<file path="config.mk">
export PLATFORM = sky130hd
export DESIGN_NAME = serial_subtractor
export DESIGN_NICKNAME = d
export VERILOG_FILES = /design/src/rtl/serial_subtractor.sv
export SDC_FILE = /design/constraint.sdc
export NUM_CORES = 1
export LEC_CHECK = 0
export CAP_MARGIN = 20
export CORE_MARGIN = 2
export CORE_UTILIZATION = 47
export DETAILED_ROUTE_END_ITERATION = 6
export PLACE_DENSITY_LB_ADDON = 0.05
export RECOVER_POWER = 100
export SYNTH_ARGS = -nofsm -noshare
export SYNTH_HDL_FRONTEND = slang
export SYNTH_SLANG_ARGS = --single-unit
</file>
<file path="constraint.sdc">
create_clock -name clk -period 2.6 [get_ports clk]
set_input_delay 0.52 -clock clk [delete_from_list [all_inputs] [get_ports clk]]
set_output_delay 0.52 -clock clk [all_outputs]
set_load 0.01 [all_outputs]
</file>
<file path="src/rtl/serial_subtractor.sv">
// Bit-serial subtractor: computes a - b - bin one bit per clock, LSB first,
// and presents the registered difference and borrow-out with a one-cycle done pulse.
module serial_subtractor #(
  parameter int WIDTH = 8
) (
  input  logic             clk,
  input  logic             rst,
  input  logic             start,
  input  logic [WIDTH-1:0] a,
  input  logic [WIDTH-1:0] b,
  input  logic             bin,
  output logic             busy,
  output logic             done,
  output logic [WIDTH-1:0] d,
  output logic             bout
);

  // Counter holds 0..WIDTH so the increment on the last shift never wraps.
  localparam int CW = $clog2(WIDTH + 1);

  typedef enum logic [1:0] {IDLE, SHIFT, DONE} state_t;

  state_t           state;
  logic [WIDTH-1:0] sa;
  logic [WIDTH-1:0] sb;
  logic [WIDTH-1:0] sr;
  logic             br;
  logic [CW-1:0]    cnt;
  logic             dbit;
  logic             br_nxt;

  always_comb begin
    dbit   = sa[0] ^ sb[0] ^ br;
    br_nxt = (~sa[0] & sb[0]) | (~(sa[0] ^ sb[0]) & br);
  end

  always_ff @(posedge clk) begin
    if (rst) begin
      state <= IDLE;
      sa    <= '0;
      sb    <= '0;
      sr    <= '0;
      br    <= 1'b0;
      cnt   <= '0;
      busy  <= 1'b0;
      done  <= 1'b0;
      d     <= '0;
      bout  <= 1'b0;
    end else begin
      case (state)
        IDLE: begin
          done <= 1'b0;
          if (start) begin
            sa    <= a;
            sb    <= b;
            sr    <= '0;
            br    <= bin;
            cnt   <= '0;
            busy  <= 1'b1;
            state <= SHIFT;
          end
        end
        SHIFT: begin
          sa  <= sa >> 1;
          sb  <= sb >> 1;
          sr  <= {dbit, sr[WIDTH-1:1]};
          br  <= br_nxt;
          cnt <= cnt + 1'b1;
          // d is loaded straight from the final shift so partial results never show.
          if (cnt == CW'(WIDTH - 1)) begin
            d     <= {dbit, sr[WIDTH-1:1]};
            bout  <= br_nxt;
            busy  <= 1'b0;
            done  <= 1'b1;
            state <= DONE;
          end
        end
        DONE: begin
          done  <= 1'b0;
          state <= IDLE;
        end
        default: begin
          busy  <= 1'b0;
          done  <= 1'b0;
          state <= IDLE;
        end
      endcase
    end
  end

endmodule
</file>
## Word-level counts from Yosys, hierarchy flattened

Cells that the tools add are included.

- $add $sub $neg: 1
- Eq/ne operators: 5
- Multiplexer cells: 16
- Bitwise gates (word level): 9
- Reductions and logical operators: 7

Operators with widths:

| cell | count |
|---|---|
| $pmux W8 S2 | 3 |
| $mux W8 | 3 |
| $pmux W4 S2 | 1 |
| $reduce_and A2 Y1 | 3 |
| $add A4 B1 Y4 const B | 1 |
| $eq A4 B3 Y1 const B | 1 |
| $mux W2 | 2 |
| $mux W4 | 1 |
| $ne A2 B2 Y1 const B | 2 |
| $not A1 Y1 | 4 |
| $pmux W2 S2 | 1 |
| $mux W1 | 3 |
| $pmux W1 S3 | 1 |
| $reduce_and A3 Y1 | 1 |
| $and A1 B1 Y1 | 2 |
| $eq A2 B1 Y1 const B | 1 |
| $eq A2 B2 Y1 const B | 1 |
| $logic_not A2 Y1 | 1 |
| $pmux W1 S2 | 1 |
| $reduce_bool A2 Y1 | 1 |
| $reduce_or A2 Y1 | 1 |
| $xor A1 B1 Y1 | 2 |
| $or A1 B1 Y1 | 1 |

- Register bits: 42
- Bits of input ports: 20
- Output and inout port bits: 11
- Word-level logic and storage cells: 48

## Longest topological paths before layout

- Word-level depth: 5
- Gate-level depth with buffers: 5
- Depth with buffers taken out: 4

## Worst setup path after synthesis

OpenSTA, ideal clock, no wires.

- Path type: input-to-reg
- Start: input port start
- End: register sa[0]
- Library setup time: 103 ps
- Data arrival time: 1,253 ps
- Required time: 2,497 ps
- Path slack: 1,244 ps
- Stages on the path: 5
- Cells stage by stage: buf_2 -> nand2b_1 -> buf_4 -> o22ai_1 -> a2111oi_2

- Cells in the longest elaborated chain, start to end: 2

Ends and longest elaborated chain:

| item | line | text |
|---|---|---|
| from (decl) | 8 | `input logic start,` |
| $ne A2 B2 Y1 (no line) | -- |  |
| $reduce_and A2 Y1 (no line) | -- |  |
| to (signal assigned) | 64 | `sa <= sa >> 1;` |
| to (decl) | 24 | `logic [WIDTH-1:0] sa;` |

Every way passes these cells.
A chain may end at the register's enable or synchronous reset.

## Worst setup path in the final report

- Start: input port start
- End: register sr[6]

- Cells in the longest elaborated chain, start to end: 2

Ends and longest elaborated chain:

| item | line | text |
|---|---|---|
| $ne A2 B2 Y1 (no line) | -- |  |
| $reduce_and A2 Y1 (no line) | -- |  |
| to (signal assigned) | 66 | `sr <= {dbit, sr[WIDTH-1:1]};` |
| to (decl) | 26 | `logic [WIDTH-1:0] sr;` |

Every way passes these cells.

==> results.txt <==
* Result of the run: complete, no violations
- For this run, design rule violations remaining after detail routing come to 0.
* Worst Setup Slack post-DPL: 0.6027 ns
- HPWL after detailed placement: 2927 um
* Number of vias per cell: 5.756
* Clk root buf: sky130_fd_sc_hd__clkbuf_8
* # hold bufs at CTS: 0
* Class of the tightest hold or removal check: reg2reg
- Routability-driven placement finished with a final weighted congestion of 0.7597.
- The number of hold-slack violations in the final timing report is 0.
- The number of nets handed over by synthesis was 227.
- Of all flip-flops after synthesis, the portion carrying an async set or reset was 0.
- The number of antenna diodes in the final layout is 0.
- Once routing completed, OpenROAD measured the worst setup slack at 0.6628 ns.
- The floorplan step defined a die boundary enclosing 0.004427 mm2.
- The slowest stage of the critical path is the sky130_fd_sc_hd__dlygate4sd3_1 cell.
* Die width: 66.54 um
- In this run the tightest slew margin relative to its limit is 0.6167.
- The first routing iteration left 119 violations.
* Number of standard cells after synthesis: 205
* Clock edge transition at the registers on the reported setup and hold paths: 0.07 ns
- For this run, the leading register cell type out of synthesis is sky130_fd_sc_hd__dfxtp_1.
- Final number of max-transition violations: 0
* Yosys Warn Count: 0
* Highest attainable clock frequency: 0.5162 GHz
- For this block, the via count after detailed routing is 1606.
- At the pin with the least slew margin, the transition time is 0.5728 ns.
* Cell-by-cell trace of the critical path: dlygate4sd3_1 -> o21bai_1 -> nor2b_1 -> a22o_1
- For this run, the slowest stage of the critical path takes 0.62 ns.
- Max-cap violations in this run came to 0.
- Count of flip-flops with a built-in enable after synthesis: 0
- In the final timing run, aggregate negative setup slack is 0 ns.
- In this run, distinct cell masters in the synthesized netlist total 37.
- Global routing usage summed across all routing layers: 0.2081
- The first global-routing pass estimated 6927 um of wire.
- Setup repair after global routing left no endpoint under its margin.
- Along the worst hold path, the cell count comes to 1.
- In this run the remaining antenna-violating nets after routing total 0.
- Average wire per standard cell: 15.40 um
- TritonCTS built the clock tree.
- Starting Density: 0.4946
- Element type at the critical path end: flop
- Later-pin clock latency in the skew report: 0.29 ns
* Ratio of final minimum period to clock period: 0.7451
* Antenna violations before repair: 0
* Most used cells in the layout excluding fill and tap cells: sky130_fd_sc_hd__dfxtp_1, sky130_fd_sc_hd__a21oi_1, sky130_fd_sc_hd__nor2_1
- Sequential area share after synthesis: 0.4466
- Entering global routing, the biggest net connects 25 pins.
- # H-tree levels: 2
- Of the cells placed in the final design, the portion with a size suffix greater than 1 is 0.05628.
- Total wire length: 4297 um
- Hold Worst Slack: 0.4660 ns
- IR analysis of the VDD net gives a maximum drop of 0.3885 mV.
* Areal power density over the cells: 570.2 mW/mm2
- The number of global-route vias before repair was 1517.
* Row count: 22
- Startpoint type of the worst setup path: input port
- IO Pins: 31
* Cts bufs inserted: 5
- For the worst setup path, the data arrival time is 2.17 ns.
- Once the clock tree was built, the resizer swapped 0 gates to a different size.
* Setup Crit Path Kind: in2reg
- The total area inside the core boundary comes to 0.003716 mm2.
* Number of register bits inferred by synthesis: 41
- Number of iterations in the first detailed-routing pass: 4
- The longest clock path from root to sink contains 2 buffers.
- The average instance in the mapped netlist occupies 8.966 um2.
- In this run the cell area of the synthesized design comes to 0.001838 mm2.
* Final #Nets: 253
* Height of the die: 66.54 um
- In this run the worst path has a maximum fanout of 8.
* Leakage power total: 0.8546 nW
- Minimum clock period after layout: 1.937 ns
* Depth of the worst register-to-register path: 4
- After clock tree synthesis, the setup repair step added 0 buffers.
- Data required time of the critical path: 2.83 ns
* Input/output buffers: 30
- Num Clock Sinks: 41
- The library cell used most frequently in the layout, excluding fill and tap cells, is sky130_fd_sc_hd__dfxtp_1.
- Total overflow reported by the global router: 0
* Finish-stage setup viols: 0
- The clock arrives with 0.005594 ns of skew.
* Synthesis-to-layout area growth: 19.74%
logic make-up (layout without fill, tap and decap cells):
family | after synthesis | in the layout | share of synthesized area
multiplexers | 1 | 1 | 0.005446
flip-flops | 41 | 41 | 0.4466
adder cells (fa/ha/maj) | 2 | 2 | 0.01770
AO/OA/AOI/OAI | 79 | 79 | 0.3057
buffers and inverters | 29 | 55 | 0.07556
AND/OR/NAND/NOR | 53 | 53 | 0.1491
sequential cells by signal, indices dropped and copies added (netlist names):
name and cells:
done 1, state 2, br 1, bout 1, sb 8, sr 7, d 8, cnt 4
sa 8, busy 1
per-layer routing:
layer	track usage	wire, um
met5	0	0
met4	0.06122	51
met3	0.05574	181
met2	0.3563	2030
met1	0.2545	2033
final cells by class:
class	instances	area, um2
inverter	12	45.04
sequential	41	820.8
clock buffer	7	86.33
multi-input combinational	135	847.1
tap	48	60.06
timing repair buffer	36	341.6
fill	354	1515
through the flow:
| step | instance area (um2) | std cells | power (mW) | util |
|---|---|---|---|---|
| 2_1_floorplan | 1838 | 205 | 0.7979 | - |
| 3_3_place_gp | 2150 | 272 | 0.8527 | 0.5785 |
| 3_5_place_dp | 2150 | 272 | 0.8604 | 0.5785 |
| 4_1_cts | 2236 | 279 | 1.275 | 0.6017 |
| 5_1_grt | 2201 | 279 | 1.312 | 0.5923 |
| 6_report | 2201 | 279 | 1.255 | 0.5923 |
final timing paths:
check | from | end | slack [ns]
worst max-delay path | start | sr[6] | 0.66
worst min-delay path | done | done | 0.47
worst max register to register | state[0] | sr[6] | 0.68
worst min register to register | done | done | 0.47
synthesized netlist by cell type (2+ instances only):
library cell / instances / area share
sky130_fd_sc_hd__nor2b_1: 9 / 0.031
sky130_fd_sc_hd__buf_4: 2 / 0.0082
sky130_fd_sc_hd__inv_1: 12 / 0.025
sky130_fd_sc_hd__o21ai_1: 9 / 0.025
sky130_fd_sc_hd__nand3b_1: 2 / 0.0082
sky130_fd_sc_hd__o22ai_1: 10 / 0.034
sky130_fd_sc_hd__clkbuf_1: 2 / 0.0041
sky130_fd_sc_hd__nand2b_1: 2 / 0.0068
sky130_fd_sc_hd__a221oi_1: 3 / 0.014
sky130_fd_sc_hd__o221a_1: 7 / 0.043
sky130_fd_sc_hd__dfxtp_1: 41 / 0.45
sky130_fd_sc_hd__a21oi_1: 28 / 0.076
sky130_fd_sc_hd__a22o_1: 8 / 0.038
sky130_fd_sc_hd__a21o_1: 3 / 0.012
sky130_fd_sc_hd__nor2_1: 19 / 0.039
sky130_fd_sc_hd__nand3_1: 10 / 0.027
sky130_fd_sc_hd__buf_2: 12 / 0.033
sky130_fd_sc_hd__a2111oi_2: 4 / 0.033
sky130_fd_sc_hd__nand2_1: 4 / 0.0082
critical path: cells and delay by family:
kind,cells,cell delay (ns)
AO/OA/AOI/OAI,2,0.54
AND/OR/NAND/NOR,1,0.48
buffers and inverters,1,0.62
where the power goes:
part	switching, mW	total, mW	leakage (nW)	internal (mW)
Clock	0.207	0.418	0.0443	0.211
Combinational	0.0785	0.155	0.475	0.0766
Sequential	0.0256	0.682	0.336	0.657
No activity file was read; power rests on OpenSTA's default activity.
